File: config.mk
export PLATFORM = sky130hd
export DESIGN_NAME = alu_cmd_issuer_flat
export DESIGN_NICKNAME = d
export VERILOG_FILES = /design/src/rtl/alu_cmd_issuer_if.sv /design/src/rtl/alu_cmd_issuer.sv /design/src/flat_wrapper.sv
export SDC_FILE = /design/constraint.sdc
export NUM_CORES = 1
export LEC_CHECK = 0
export ABC_AREA = 1
export BUFFER_PORTS_ARGS = -buffer_cell sky130_fd_sc_hd__clkbuf_2
export CAP_MARGIN = 40
export CORE_ASPECT_RATIO = 0.75
export CORE_MARGIN = 5
export CORE_UTILIZATION = 49
export CTS_CLUSTER_DIAMETER = 200
export DETAILED_ROUTE_END_ITERATION = 6
export GPL_TIMING_DRIVEN = 0
export PLACE_DENSITY = 0.84
export SLEW_MARGIN = 20
export SYNTH_ARGS = -nofsm -noshare
export SYNTH_HDL_FRONTEND = slang
export SYNTH_SLANG_ARGS = --single-unit
File: constraint.sdc
create_clock -name clk -period 2 [get_ports clk]
set_input_delay 0.4 -clock clk [delete_from_list [all_inputs] [get_ports clk]]
set_output_delay 0.4 -clock clk [all_outputs]
set_load 0.01 [all_outputs]
File: src/rtl/alu_cmd_issuer_if.sv
// Command / ALU / response bundle for alu_cmd_issuer.
// master = issuer side, slave = pipeline and ALU side.
interface alu_cmd_issuer_if #(
  parameter int WIDTH = 16,
  parameter int OPW   = 3
);
  logic             cmd_valid;
  logic             cmd_ready;
  logic [WIDTH-1:0] cmd_a;
  logic [WIDTH-1:0] cmd_b;
  logic [OPW-1:0]   cmd_op;

  logic [WIDTH-1:0] alu_a;
  logic [WIDTH-1:0] alu_b;
  logic [OPW-1:0]   alu_opcode;
  logic             alu_en;
  logic [WIDTH-1:0] alu_result;

  logic             rsp_valid;
  logic             rsp_ready;
  logic [WIDTH-1:0] rsp_data;
  logic [OPW-1:0]   rsp_op;

  modport master (
    input  cmd_valid, cmd_a, cmd_b, cmd_op,
    input  alu_result, rsp_ready,
    output cmd_ready,
    output alu_a, alu_b, alu_opcode, alu_en,
    output rsp_valid, rsp_data, rsp_op
  );

  modport slave (
    output cmd_valid, cmd_a, cmd_b, cmd_op,
    output alu_result, rsp_ready,
    input  cmd_ready,
    input  alu_a, alu_b, alu_opcode, alu_en,
    input  rsp_valid, rsp_data, rsp_op
  );
endinterface

File: src/rtl/alu_cmd_issuer.sv
// Issues one ALU op at a time, waits ALU_LAT, queues results in order.
// Optional result checker: define ALU_CMD_ISSUER_CHECK_EN.
module alu_cmd_issuer #(
  parameter int WIDTH     = 16,
  parameter int OPW       = 3,
  parameter int ALU_LAT   = 0,
  parameter int OUT_DEPTH = 2
) (
  input  logic clk,
  input  logic rst_n,
  alu_cmd_issuer_if.master bus,
  output logic busy
`ifdef ALU_CMD_ISSUER_CHECK_EN
  ,
  output logic chk_err,
  output logic chk_err_sticky
`endif
);
  localparam int PW =
    (OUT_DEPTH > 1) ? $clog2(OUT_DEPTH) : 1;
  localparam int CW = $clog2(OUT_DEPTH + 1);

  typedef enum logic [1:0] {
    IDLE,
    ISSUE,
    WAIT
  } state_t;

  typedef struct packed {
    logic [WIDTH-1:0] data;
    logic [OPW-1:0]   op;
  } rsp_t;

  state_t           state;
  state_t           state_nxt;
  logic [2:0]       lat_cnt;
  logic [2:0]       lat_nxt;
  logic [WIDTH-1:0] a_q;
  logic [WIDTH-1:0] b_q;
  logic [OPW-1:0]   op_q;

  rsp_t             mem [OUT_DEPTH];
  logic [PW-1:0]    wr_ptr;
  logic [PW-1:0]    rd_ptr;
  logic [CW-1:0]    count;

  logic accept;
  logic push;
  logic pop;
  logic rsp_valid;

  function automatic logic [PW-1:0] ptr_inc(
    input logic [PW-1:0] p
  );
    return (p == PW'(OUT_DEPTH - 1)) ?
      '0 : p + 1'b1;
  endfunction

  assign bus.cmd_ready = rst_n &&
    (state == IDLE) &&
    (count < CW'(OUT_DEPTH));
  assign accept = bus.cmd_valid && bus.cmd_ready;

  assign rsp_valid = (count != '0);
  assign pop = rsp_valid && bus.rsp_ready;

  assign busy           = (state != IDLE);
  assign bus.alu_en     = (state == ISSUE);
  assign bus.alu_a      = a_q;
  assign bus.alu_b      = b_q;
  assign bus.alu_opcode = op_q;

  assign bus.rsp_valid = rsp_valid;
  assign bus.rsp_data  =
    rsp_valid ? mem[rd_ptr].data : '0;
  assign bus.rsp_op    =
    rsp_valid ? mem[rd_ptr].op : '0;

  always_comb begin
    state_nxt = state;
    lat_nxt   = lat_cnt;
    push      = 1'b0;
    unique case (state)
      IDLE: begin
        if (accept) state_nxt = ISSUE;
      end
      ISSUE: begin
        if (ALU_LAT == 0) begin
          push      = 1'b1;
          state_nxt = IDLE;
        end else begin
          lat_nxt   = 3'(ALU_LAT - 1);
          state_nxt = WAIT;
        end
      end
      WAIT: begin
        if (lat_cnt == '0) begin
          push      = 1'b1;
          state_nxt = IDLE;
        end else begin
          lat_nxt = lat_cnt - 3'd1;
        end
      end
      default: state_nxt = IDLE;
    endcase
  end

  // Operand registers only load on accept, so the ALU
  // inputs hold steady through ISSUE and WAIT.
  always_ff @(posedge clk or negedge rst_n) begin
    if (!rst_n) begin
      state   <= IDLE;
      lat_cnt <= '0;
      a_q     <= '0;
      b_q     <= '0;
      op_q    <= '0;
    end else begin
      state   <= state_nxt;
      lat_cnt <= lat_nxt;
      if (accept) begin
        a_q  <= bus.cmd_a;
        b_q  <= bus.cmd_b;
        op_q <= bus.cmd_op;
      end
    end
  end

  always_ff @(posedge clk) begin
    if (push) begin
      mem[wr_ptr] <= '{
        data: bus.alu_result,
        op:   op_q
      };
    end
  end

  always_ff @(posedge clk or negedge rst_n) begin
    if (!rst_n) begin
      wr_ptr <= '0;
      rd_ptr <= '0;
      count  <= '0;
    end else begin
      if (push) wr_ptr <= ptr_inc(wr_ptr);
      if (pop)  rd_ptr <= ptr_inc(rd_ptr);
      unique case ({push, pop})
        2'b10:   count <= count + 1'b1;
        2'b01:   count <= count - 1'b1;
        default: count <= count;
      endcase
    end
  end

`ifdef ALU_CMD_ISSUER_CHECK_EN
  logic [WIDTH-1:0] expected;

  always_comb begin
    expected = '0;
    unique case (1'b1)
      (op_q == OPW'(0)): expected = a_q + b_q;
      (op_q == OPW'(1)): expected = a_q - b_q;
      default:           expected = '0;
    endcase
  end

  assign chk_err = push &&
    (bus.alu_result != expected);

  always_ff @(posedge clk or negedge rst_n) begin
    if (!rst_n) chk_err_sticky <= 1'b0;
    else if (chk_err) chk_err_sticky <= 1'b1;
  end
`endif
endmodule

File: src/flat_wrapper.sv
// flat-port wrapper written by rule: the top's interface ports become plain ports
module alu_cmd_issuer_flat 
#(
  parameter int WIDTH     = 16,
  parameter int OPW       = 3,
  parameter int ALU_LAT   = 0,
  parameter int OUT_DEPTH = 2
)
  (clk, rst_n, busy, bus_cmd_valid, bus_cmd_a, bus_cmd_b, bus_cmd_op, bus_alu_result, bus_rsp_ready, bus_cmd_ready, bus_alu_a, bus_alu_b, bus_alu_opcode, bus_alu_en, bus_rsp_valid, bus_rsp_data, bus_rsp_op);
  alu_cmd_issuer_if #(.WIDTH(WIDTH), .OPW(OPW)) bus_i ();
  input  logic clk;
  input  logic rst_n;
  output logic busy;
  input wire logic [$bits(bus_i.cmd_valid)-1:0] bus_cmd_valid;
  input wire logic [$bits(bus_i.cmd_a)-1:0] bus_cmd_a;
  input wire logic [$bits(bus_i.cmd_b)-1:0] bus_cmd_b;
  input wire logic [$bits(bus_i.cmd_op)-1:0] bus_cmd_op;
  input wire logic [$bits(bus_i.alu_result)-1:0] bus_alu_result;
  input wire logic [$bits(bus_i.rsp_ready)-1:0] bus_rsp_ready;
  output wire logic [$bits(bus_i.cmd_ready)-1:0] bus_cmd_ready;
  output wire logic [$bits(bus_i.alu_a)-1:0] bus_alu_a;
  output wire logic [$bits(bus_i.alu_b)-1:0] bus_alu_b;
  output wire logic [$bits(bus_i.alu_opcode)-1:0] bus_alu_opcode;
  output wire logic [$bits(bus_i.alu_en)-1:0] bus_alu_en;
  output wire logic [$bits(bus_i.rsp_valid)-1:0] bus_rsp_valid;
  output wire logic [$bits(bus_i.rsp_data)-1:0] bus_rsp_data;
  output wire logic [$bits(bus_i.rsp_op)-1:0] bus_rsp_op;
  assign bus_i.cmd_valid = bus_cmd_valid;
  assign bus_i.cmd_a = bus_cmd_a;
  assign bus_i.cmd_b = bus_cmd_b;
  assign bus_i.cmd_op = bus_cmd_op;
  assign bus_i.alu_result = bus_alu_result;
  assign bus_i.rsp_ready = bus_rsp_ready;
  assign bus_cmd_ready = bus_i.cmd_ready;
  assign bus_alu_a = bus_i.alu_a;
  assign bus_alu_b = bus_i.alu_b;
  assign bus_alu_opcode = bus_i.alu_opcode;
  assign bus_alu_en = bus_i.alu_en;
  assign bus_rsp_valid = bus_i.rsp_valid;
  assign bus_rsp_data = bus_i.rsp_data;
  assign bus_rsp_op = bus_i.rsp_op;
  alu_cmd_issuer #(.WIDTH(WIDTH), .OPW(OPW), .ALU_LAT(ALU_LAT), .OUT_DEPTH(OUT_DEPTH)) u_core (.clk(clk), .rst_n(rst_n), .bus(bus_i), .busy(busy));
endmodule
# [After elaboration in Yosys (flattened, before gate mapping)]
# Memory sizes are Yosys's and may differ from the RTL's.
# Index checks and enable logic that the tools add are counted.
[word_totals] regBits=44 latch_bits=0 mem_bits_rw=38 rom_bits=0 inputBits=55 out_inout_bits=58 mem_count=1
[mem_list] name="u_core.mem" depth=2 word_bits=19 rd=1 rd_clocked_by_memory_dff=0 write_ports=1 line="alu_cmd_issuer.sv:42" rtl="rsp_t mem [OUT_DEPTH];"
[classes] add_sub_neg=5 n_mul=0 div=0 n_lt_le_gt_ge=1 eq_ne=6 shift=0 mux=12 n_bitwise=1 reduce_logical=11
[ops] cell="$mux W16" count=1
[ops] cell="$pmux W2 S2" count=2
[ops] cell="$reduce_bool A2 Y1" count=3
[ops] cell="$mux W1" count=5
[ops] cell="$eq A2 B1 Y1 const B" count=2
[ops] cell="$eq A2 B2 Y1 const B" count=2
[ops] cell="$logic_and A1 B1 Y1" count=4
[ops] cell="$mux W2" count=2
[ops] cell="$ne A2 B1 Y1 const B" count=2
[ops] cell="$reduce_and A2 Y1" count=2
[ops] cell="$logic_not A3 Y1" count=1
[ops] cell="$mux W3" count=1
[ops] cell="$sub A3 B1 Y3 const B" count=1
[ops] cell="$add A1 B1 Y1 const B" count=2
[ops] cell="$add A2 B1 Y2 const B" count=1
[ops] cell="$logic_not A2 Y1" count=1
[ops] cell="$lt A2 B2 Y1 const B" count=1
[ops] cell="$pmux W1 S2" count=1
[ops] cell="$sub A2 B1 Y2 const B" count=1
[ops] cell="$not A1 Y1" count=1

# [Logic depth before layout (Yosys ltp)]
[depth] depth_word=6 mapped_depth=8 depth_no_buf=8

# [Worst setup path after synthesis]
# Ideal clock, no wire load.
[synth_timing] path_kind="register to register" from="reg u_core.state[0]" to="mem u_core.mem[0][0] in the netlist's numbering, enable pin" setup_ps=395 t_arrival_ps=1412 required_time_ps=1605 slack_ps=194 stages_incl_launch_ff=3 synth_period_minus_slack_ps=1806 cell_sequence="dfrtp_1 -> inv_1 -> nor2_1"
[synth_between] elab_chain_len=4 elab_cells_between_ends=5 classes_between="eq/ne (2); mux (3)"
[synth_lines] element="start, declared" line="alu_cmd_issuer.sv:34" rtl="state_t state;"
[synth_lines] element="start signal, assigned" line="alu_cmd_issuer.sv:118" rtl="state <= state_nxt;"
[synth_lines] element="$eq A2 B2 Y1 / $eq A2 B1 Y1 (equally long branches)" line="alu_cmd_issuer.sv:83" rtl="unique case (state)"
[synth_lines] element="$pmux W1 S2 *" line="alu_cmd_issuer.sv:83"
[synth_lines] element="$mux W1 *" line="alu_cmd_issuer.sv:129" rtl="if (push) begin"
[synth_lines] element="$mux W1 (implied by the code) *" line="alu_cmd_issuer.sv:130" rtl="mem[wr_ptr] <= '{"
[synth_lines] element="end, declared" line="alu_cmd_issuer.sv:42"
# Every way passes the cells marked *; elsewhere a longest branch is shown, timed or not.

# [Worst setup path in the final report]
[layout_timing] from="reg u_core.state[0]" to="out bus_cmd_ready"
[layout_between] elab_chain_len=3
[layout_lines] element="$logic_not A2 Y1" line="alu_cmd_issuer.sv:60" rtl="(state == IDLE) &&"
[layout_lines] element="$logic_and A1 B1 Y1" line="alu_cmd_issuer.sv:59" rtl="assign bus.cmd_ready = rst_n &&"
[layout_lines] element="$logic_and A1 B1 Y1" line="alu_cmd_issuer.sv:60"
[layout_lines] element="end, declared" line="flat_wrapper.sv:20" rtl="output wire logic [$bits(bus_i.cmd_ready)-1:0] bus_cmd_ready;"
# Every way passes these cells.

==> flow_summary.toml <==
[global_route]
gr-total-overflow = 0
grt_pass1_vias = 2618
grt_max_degree = 24
grt_first_pass_wirelength_um = 12200
antenna_found_initial = 0
grtUsageTotal = 0.195

[cells_and_area]
drive_gt1_frac = 0.356
nets = 475
fill_cells = 496
area_growth_pct = 32.6
final-seq-area_mm2 = 0.00214
fin_area_mm2 = 0.00413
multi_input_area_um2 = 838
final_cell_mix = "nand2_1 (116), clkbuf_2 (114), dfrtp_1 (39)"
utilization = 0.663
final_cell_count_no_fill = 505
num_antenna_cells = 0
layout_commonest_cell = "nand2_1"

[routing]
wire_per_inst_um = 14.8
wirelength_um = 7490
drt_iter0_drc = 136
drc_errors = 0
final_antenna_net_count = 0
vias = 2563
firstDrtPassIters = 6
detail_route.vias_per_cell = 5.08

[timing]
setup_viol = 0
maxSlewViolCount = 0
finalCriticalPeriod_ps = 1890
skew_ps = 7.15
worst_pin_slew_ps = 814
period_share = 0.943
fmax_mhz = 530
hold_viol_final = 0
worst_slack_ps = 114
max_slew_margin = 0.456
rsz0062_at_grt = "true"

[setup_path]
end_kind = "output port"
worstPathMaxFanout = 10
crit_family = "flip-flops"
cp_num_buf_inv = 3
r2r_end = "u_core.count[1]"
worstRegToRegCells = 7
r2r-start = "u_core.count[1]"
required_ps = 1600
startpoint_type = "flip-flop"
max_stage_delay_ps = 460
arrival_ps = 1490
worst-setup-path-type = "flip-flop to output port"
slowest_stage = "dfrtp_2"
cp_cell_sequence = "nor2_4, buf_4, nand2_1, inv_1, clkbuf_2"
r2r_slack_ps = 550

[place]
placed_cells = 485
port_buffers = 111
dp_slack_ps = -409
dpl.hpwl_um = 5330
dpl_cell_area_mm2 = 0.00382
place.gp.congestion = 0.726

[synthesis]
yosysWarnings = 0
synth_area_per_cell_um2 = 10.7
ys_seq_area_frac = 0.688
syn_area_mm2 = 0.00311
ys_seq_elements = 78
ys_types = 19
synth_nets = 347
syn_inst = 291

[clocking]
clock_path_buffers = 2
path_clk_slew_ps = 80
cts_tree = "yes"
cts_root_buffer = "clkbuf_8"
h-tree-depth = 3
cts.sinks = 78
cts-buffers-inserted = 9
clk-insertion-delay-late_ps = 350

[pwr]
pwr-share-seq = 0.406
max-vdd-ir-drop_mv = 0.872
power.leakage_nw = 2.07
power_density_mw_per_mm2 = 1490
p_sw_mw = 2.23
swShare = 0.362
pwr-share-comb = 0.368
intPower_mw = 3.94
clkPwrFrac = 0.227

[outcome]
outcome = "complete, no violations"

[floorplanning]
coreArea_mm2 = 0.00622
die_h_um = 79.0
die_area_mm2 = 0.00807
dieWidth_um = 102
ios = 113
rows = 25
initial_core_util = 0.500

[min_path]
min_path_type = "primary input to asynchronous set/reset pin"

[run]
drv_cap = 0
registers in the layout, summed over array words and instances (netlist names):
signal                 flops
u_core.state               1
u_core.bus.alu_b          16
u_core.wr_ptr              1
u_core.mem                38
u_core.count               2
u_core.bus.alu_a          16
u_core.bus.alu_opcode      3
u_core.rd_ptr              1
how the worst max path moves through the flow:
| stage | start | end | slack [ps] | depth (start not counted) |
|---|---|---|---|---|
| floorplan | u_core.state[0] | u_core.mem[0][0] | 190 | 2 |
| global placement | rst_n | bus_cmd_ready | -620 | 6 |
| detailed placement | rst_n | bus_cmd_ready | -410 | 7 |
| CTS | u_core.state[0] | bus_cmd_ready | -4 | 5 |
| global route | u_core.count[1] | bus_rsp_data[0] | -2 | 4 |
| finish | u_core.state[0] | bus_cmd_ready | 110 | 5 |
logic make-up after synthesis:
group,Yosys count,share of synthesized area
AOI/OAI and AO/OA,20,0.0321
DFF,78,0.688
adders and majority gates,1,0.00402
and+or+nand+nor,158,0.227
buffers and inverters,32,0.0438
xor gates and xnor gates,2,0.00563
synthesized netlist by cell type:
cell type,instances,area [um2]
o21ai_0,1,5.00
dfrtp_1,40,1000
buf_2,9,45.0
nand4_1,36,225
inv_1,11,41.3
a21oi_1,19,95.1
ha_1,1,12.5
clkbuf_2,1,5.00
buf_4,1,7.51
nor2_1,3,11.3
clkbuf_1,8,30.0
nand3_4,1,17.5
buf_1,2,7.51
nand3_1,1,5.00
xnor2_1,1,8.76
xor2_1,1,8.76
nor2_4,1,11.3
edfxtp_1,38,1140
nand2_1,116,435
metrics by stage:
| stage | power, mW | hold slack (ps) | TNS [ps] |
|---|---|---|---|
| floorplan | 3.72 | 104 | 0 |
| global placement | 4.62 | 454 | -11700 |
| detailed placement | 4.74 | 404 | -1530 |
| CTS | 6.16 | -51.2 | -3.57 |
| global route | 6.59 | 83.4 | -1.51 |
| finish | 6.17 | 90.9 | 0 |
final cells by class:
| type | instances | share of cell area |
|---|---|---|
| Inverter | 11 | 0.0100 |
| Buffer | 20 | 0.0258 |
| Sequential cell | 78 | 0.519 |
| Multi-Input combinational cell | 181 | 0.203 |
| Timing Repair Buffer | 118 | 0.158 |
| Tap cell | 81 | 0.0245 |
| Clock buffer | 13 | 0.0439 |
| Clock inverter | 3 | 0.0155 |
power by group through the flow:
stage	Combinational (mW)	Sequential, mW	Clock (mW)
floorplan	1.07	2.65	0
global placement	2.13	2.50	0
detailed placement	2.22	2.53	0
CTS	2.23	2.50	1.42
global route	2.52	2.57	1.50
finish	2.27	2.50	1.40
metal layers:
layer	global-route usage	part of all wire
met5	0	0
met4	0.0433	0.0051
met3	0.0737	0.085
met2	0.326	0.49
met1	0.241	0.42
worst min-delay path, cell delays in order:
cell    delay (ps)
buf_4          120
buf_16         110
buf_12         160
what timing repair did:
action                     CTS  global route
pin swaps                    0             1
buffers inserted             0             3
resized for setup            5            13
setup endpoints to repair   21            19
cloned                       0             0
hold endpoints to repair    18            18
(Power assumes the default switching activity.)
